File: src/rtl/uart_word_tx.sv
// Word-to-byte UART feeder: buffers W_D-bit words in a small FIFO and hands them
// to a byte-wide UART transmitter LSB first, using a READY/WE strobe handshake.
module uart_word_tx #(
  parameter int W_D           = 32,
  parameter int FIFO_ADDR_LEN = 2
) (
  input  logic                   CLK,
  input  logic                   RST,
  input  logic [W_D-1:0]         IN_DATA,
  input  logic                   IN_VALID,
  output logic                   IN_READY,
  output logic [7:0]             TX_DATA,
  output logic                   TX_WE,
  input  logic                   TX_READY,
  output logic                   BUSY,
  output logic                   WORD_DONE,
  output logic [FIFO_ADDR_LEN:0] COUNT
);

  localparam int NB    = W_D / 8;
  localparam int DEPTH = 1 << FIFO_ADDR_LEN;
  localparam int IDX_W = (NB > 1) ? $clog2(NB) : 1;

  localparam logic [IDX_W-1:0]         LAST_IDX = IDX_W'(NB - 1);
  localparam logic [IDX_W-1:0]         IDX_ONE  = IDX_W'(1);
  localparam logic [FIFO_ADDR_LEN-1:0] PTR_ONE  = FIFO_ADDR_LEN'(1);
  localparam logic [FIFO_ADDR_LEN:0]   CNT_ONE  = (FIFO_ADDR_LEN + 1)'(1);
  localparam logic [FIFO_ADDR_LEN:0]   DEPTH_C  = (FIFO_ADDR_LEN + 1)'(DEPTH);

  typedef enum logic [2:0] {
    IDLE      = 3'd0,
    LOAD      = 3'd1,
    WAIT_RDY  = 3'd2,
    WAIT_BUSY = 3'd3,
    DONE      = 3'd4
  } state_e;

  logic [W_D-1:0]           mem_q [DEPTH];
  logic [FIFO_ADDR_LEN-1:0] wr_ptr_q, wr_ptr_d;
  logic [FIFO_ADDR_LEN-1:0] rd_ptr_q, rd_ptr_d;
  logic [FIFO_ADDR_LEN:0]   count_q, count_d;

  state_e                   state_q, state_d;
  logic [W_D-1:0]           shift_q, shift_d;
  logic [IDX_W-1:0]         idx_q, idx_d;
  logic [7:0]               tx_data_q, tx_data_d;
  logic                     tx_we_q, tx_we_d;
  logic                     word_done_q, word_done_d;

  logic                     push;
  logic                     pop;

  assign IN_READY  = (count_q < DEPTH_C);
  assign push      = IN_VALID && IN_READY;
  assign pop       = (state_q == IDLE) && (count_q != '0);

  assign TX_DATA   = tx_data_q;
  assign TX_WE     = tx_we_q;
  assign WORD_DONE = word_done_q;
  assign COUNT     = count_q;
  assign BUSY      = (state_q != IDLE) || (count_q != '0);

  always_comb begin
    wr_ptr_d = wr_ptr_q;
    rd_ptr_d = rd_ptr_q;
    count_d  = count_q;
    if (push) begin
      wr_ptr_d = wr_ptr_q + PTR_ONE;
    end else begin
      wr_ptr_d = wr_ptr_q;
    end
    if (pop) begin
      rd_ptr_d = rd_ptr_q + PTR_ONE;
    end else begin
      rd_ptr_d = rd_ptr_q;
    end
    // A simultaneous push and pop leaves the occupancy untouched.
    if (push && !pop) begin
      count_d = count_q + CNT_ONE;
    end else if (pop && !push) begin
      count_d = count_q - CNT_ONE;
    end else begin
      count_d = count_q;
    end
  end

  always_ff @(posedge CLK) begin
    if (push) begin
      mem_q[wr_ptr_q] <= IN_DATA;
    end
  end

  always_ff @(posedge CLK or posedge RST) begin
    if (RST) begin
      wr_ptr_q <= '0;
      rd_ptr_q <= '0;
      count_q  <= '0;
    end else begin
      wr_ptr_q <= wr_ptr_d;
      rd_ptr_q <= rd_ptr_d;
      count_q  <= count_d;
    end
  end

  always_comb begin
    state_d     = state_q;
    shift_d     = shift_q;
    idx_d       = idx_q;
    tx_data_d   = tx_data_q;
    tx_we_d     = tx_we_q;
    word_done_d = 1'b0;
    case (state_q)
      IDLE: begin
        if (pop) begin
          shift_d = mem_q[rd_ptr_q];
          state_d = LOAD;
        end else begin
          state_d = IDLE;
        end
      end
      LOAD: begin
        idx_d   = '0;
        state_d = WAIT_RDY;
      end
      WAIT_RDY: begin
        if (TX_READY) begin
          tx_we_d   = 1'b1;
          tx_data_d = shift_q[7:0];
          state_d   = WAIT_BUSY;
        end else begin
          state_d = WAIT_RDY;
        end
      end
      WAIT_BUSY: begin
        // Strobe stays up until the transmitter has visibly taken the byte.
        if (!TX_READY) begin
          tx_we_d = 1'b0;
          shift_d = shift_q >> 8;
          idx_d   = idx_q + IDX_ONE;
          if (idx_q == LAST_IDX) begin
            state_d     = DONE;
            word_done_d = 1'b1;
          end else begin
            state_d = WAIT_RDY;
          end
        end else begin
          state_d = WAIT_BUSY;
        end
      end
      DONE: begin
        state_d = IDLE;
      end
      default: begin
        state_d = IDLE;
      end
    endcase
  end

  always_ff @(posedge CLK or posedge RST) begin
    if (RST) begin
      state_q     <= IDLE;
      shift_q     <= '0;
      idx_q       <= '0;
      tx_data_q   <= 8'h00;
      tx_we_q     <= 1'b0;
      word_done_q <= 1'b0;
    end else begin
      state_q     <= state_d;
      shift_q     <= shift_d;
      idx_q       <= idx_d;
      tx_data_q   <= tx_data_d;
      tx_we_q     <= tx_we_d;
      word_done_q <= word_done_d;
    end
  end

endmodule

File: config.mk
export PLATFORM = sky130hd
export DESIGN_NAME = uart_word_tx
export DESIGN_NICKNAME = d
export VERILOG_FILES = /design/src/rtl/uart_word_tx.sv
export SDC_FILE = /design/constraint.sdc
export NUM_CORES = 1
export LEC_CHECK = 0
export CAP_MARGIN = 10
export CORE_ASPECT_RATIO = 0.8
export CORE_MARGIN = 2
export CORE_UTILIZATION = 60
export DETAILED_ROUTE_END_ITERATION = 6
export DONT_BUFFER_PORTS = 1
export GPL_ROUTABILITY_DRIVEN = 0
export PLACE_DENSITY = 0.76
export SKIP_LAST_GASP = 1
export SLEW_MARGIN = 40
export SYNTH_ARGS = -nofsm -noshare
export SYNTH_HDL_FRONTEND = slang
export SYNTH_SLANG_ARGS = --single-unit
File: constraint.sdc
create_clock -name CLK -period 3 [get_ports CLK]
set_input_delay 0.75 -clock CLK [delete_from_list [all_inputs] [get_ports CLK]]
set_output_delay 0.75 -clock CLK [all_outputs]
set_load 0.02 [all_outputs]
==> reports/qor.yml <==
synth_top_area_share_pct: 54.3
ir_drop_mv: 0.487
holdBufCountCts: 0
clk_pin_slew_ns: 0.07
hold_viol: 0
period_minus_slack_ns: 2.43
grt_pass1_wl_um: 19500
synth_area_leader_cell: "edfxtp_1"
crit_fanout: 26
seqCellArea_mm2: 0.00517
area_delta_synth_final_pct: 10.1
port_buffers: 0
row_count: 35
drc: 0
tightest_slew_ns: 0.654
synth.distinct_cells: 34
diodes: 0
synth_ff_type: "edfxtp_1"
ys_ff_latch: 181
numCtsBuffers: 17
postRouteAntennaNets: 0
skew_ns: 0.0111
synth_fp_nets: 401
cts_num_sinks: 181
first_pass_iters: 4
antenna_found_initial: 0
fin_crit_sh_pct: 80.9
cts_resized: 0
syn-cell-area_mm2: 0.00707
netlist_instances: 358
fillers: 729
synthArstFlopShare_pct: 29.3
synth.area.top_cells: "edfxtp_1 54%, dfrtp_1 19%, mux4_2 10%"
fp.dieW_um: 125
dieArea_mm2: 0.0127
grt_pass1_vias: 3474
tns_ns: 0
p_leak_nw: 2.68
clkLatencyLatePin_ns: 0.44
ctsLongestPathBuffers: 2
p_per_area_mw_per_mm2: 993
grt_use_total_pct: 21.3
core_region_area_mm2: 0.0115
wl_um: 12300
avgRoutedWirePerCell_um: 23.5
arrival_ns: 1.68
cap_violations: 0
boundaryPins: 51
grt_overflow: 0
cp-end-kind: "output pin"
utilization_pct: 67.6
chipHeight_um: 101
syn_area_per_cell_um2: 19.8
cts_setup_buffers: 0
cts_tree: "yes"
finalSetupViolCount: 0
dp_hpwl_um: 7340
routed_via_density: 6.27
netlist_top_cells_count: "128 x edfxtp_1, 53 x dfrtp_1, 32 x mux4_2"
critPathKind: "register to output pin"
clockRootBuffer: "clkbuf_16"
multi_input_area_mm2: 0.00173
grt_max_degree: 35
htree_levels: 4
slew_headroom_pct: 56.3
status: "finished clean"
num_vias: 3294
ys_seq_area_share_pct: 73.1
cp.required_ns: 2.25
cp-start-kind: "register"
min_path_type: "input pin to async pin"
num-nets-final: 407
synthMostInstantiatedCell: "edfxtp_1"
rsz0062_at_grt: "no"
yosys_warnings: 0
synth_edf_count: 128
first_iter_violations: 258
start_util_pct: 61.4
drive_gt1_share_pct: 30.8
maxSlewViolCount: 0
fmax_mhz: 412
==> report_power, final <==
group	internal (mW)	leakage, nW	total, mW	switching (mW)
combinational	0.986	0.628	1.84	0.853
clock	1.09	0.272	2.09	0.993
sequential	3.30	1.78	3.81	0.508
total	5.38	2.68	7.73	2.35
==> kinds of logic (layout without fill, tap and decap cells) <==
logic type | count (synthesis) | count (layout) | synth area share [%]
mux | 43 | 43 | 11.9
compound gates | 37 | 37 | 5.41
flops | 181 | 181 | 73.1
xor+xnor | 6 | 6 | 0.743
fa+ha+maj | 7 | 7 | 1.34
buf+inv | 30 | 49 | 2.60
simple gates | 54 | 54 | 4.88
==> per-stage QoR <==
| step | hold WS, ns | setup WS (ns) | std cells | area, µm² | total power [mW] |
|---|---|---|---|---|---|
| 2_1_floorplan | 0.470 | 0.673 | 358 | 7070 | 5.23 |
| 3_3_place_gp | 0.486 | 0.724 | 493 | 7220 | 5.64 |
| 3_5_place_dp | 0.496 | 0.639 | 493 | 7220 | 5.71 |
| 4_1_cts | 0.288 | 0.534 | 525 | 7780 | 7.80 |
| 5_1_grt | 0.321 | 0.433 | 525 | 7790 | 8.09 |
| 6_report | 0.282 | 0.574 | 525 | 7790 | 7.73 |
==> sequential cells by signal, indices dropped and copies added (netlist names) <==
signal	count
COUNT	3
mem_q	128
TX_WE	1
shift_q	32
idx_q	2
rd_ptr_q	2
TX_DATA	8
wr_ptr_q	2
state_q	3
==> routing by layer <==
layer	GRT usage [%]	share of wire, %
met3	6.79	5.3
met1	28.8	45
met2	33.1	48
met5	0	0
met4	8.38	1.5
==> area by class of cell <==
| class | instances | area share (%) |
|---|---|---|
| inverter | 5 | 0.241 |
| clock inverter | 15 | 1.72 |
| tap | 148 | 2.38 |
| sequential | 181 | 66.4 |
| clock buffer | 17 | 5.46 |
| timing repair buffer | 12 | 1.64 |
| multi-input combinational | 147 | 22.2 |
==> critical path: stages (launching register included) <==
cell and delay [ns]:
dfrtp_1 0.51, nor3_2 0.21, buf_4 0.29, nand2_1 0.08, buf_4 0.16
==> layout by cell type (no fill, tap or decap), types with 8 or more instances in the layout <==
cell,instances
and3_1,8
buf_4,9
mux4_2,32
edfxtp_1,128
o221a_2,24
or3_1,25
clkbuf_16,17
mux2_2,10
dfrtp_1,52
a31o_1,8
==> worst paths after layout <==
check                           slack (ns)   startpoint  depth (start not counted)            to
min in group CLK                      0.41  IN_DATA[22]                          0  mem_q[2][22]
worst max register to register        0.69     COUNT[0]                          8      COUNT[2]
worst max-delay path                  0.57     COUNT[0]                          4          BUSY
max in group asynchronous             2.16          RST                          2   shift_q[22]
worst min register to register        0.51     idx_q[1]                          1      idx_q[1]
worst min-delay path                  0.28          RST                          1    state_q[0]
Note: power is estimated with default switching activity, not from simulation.
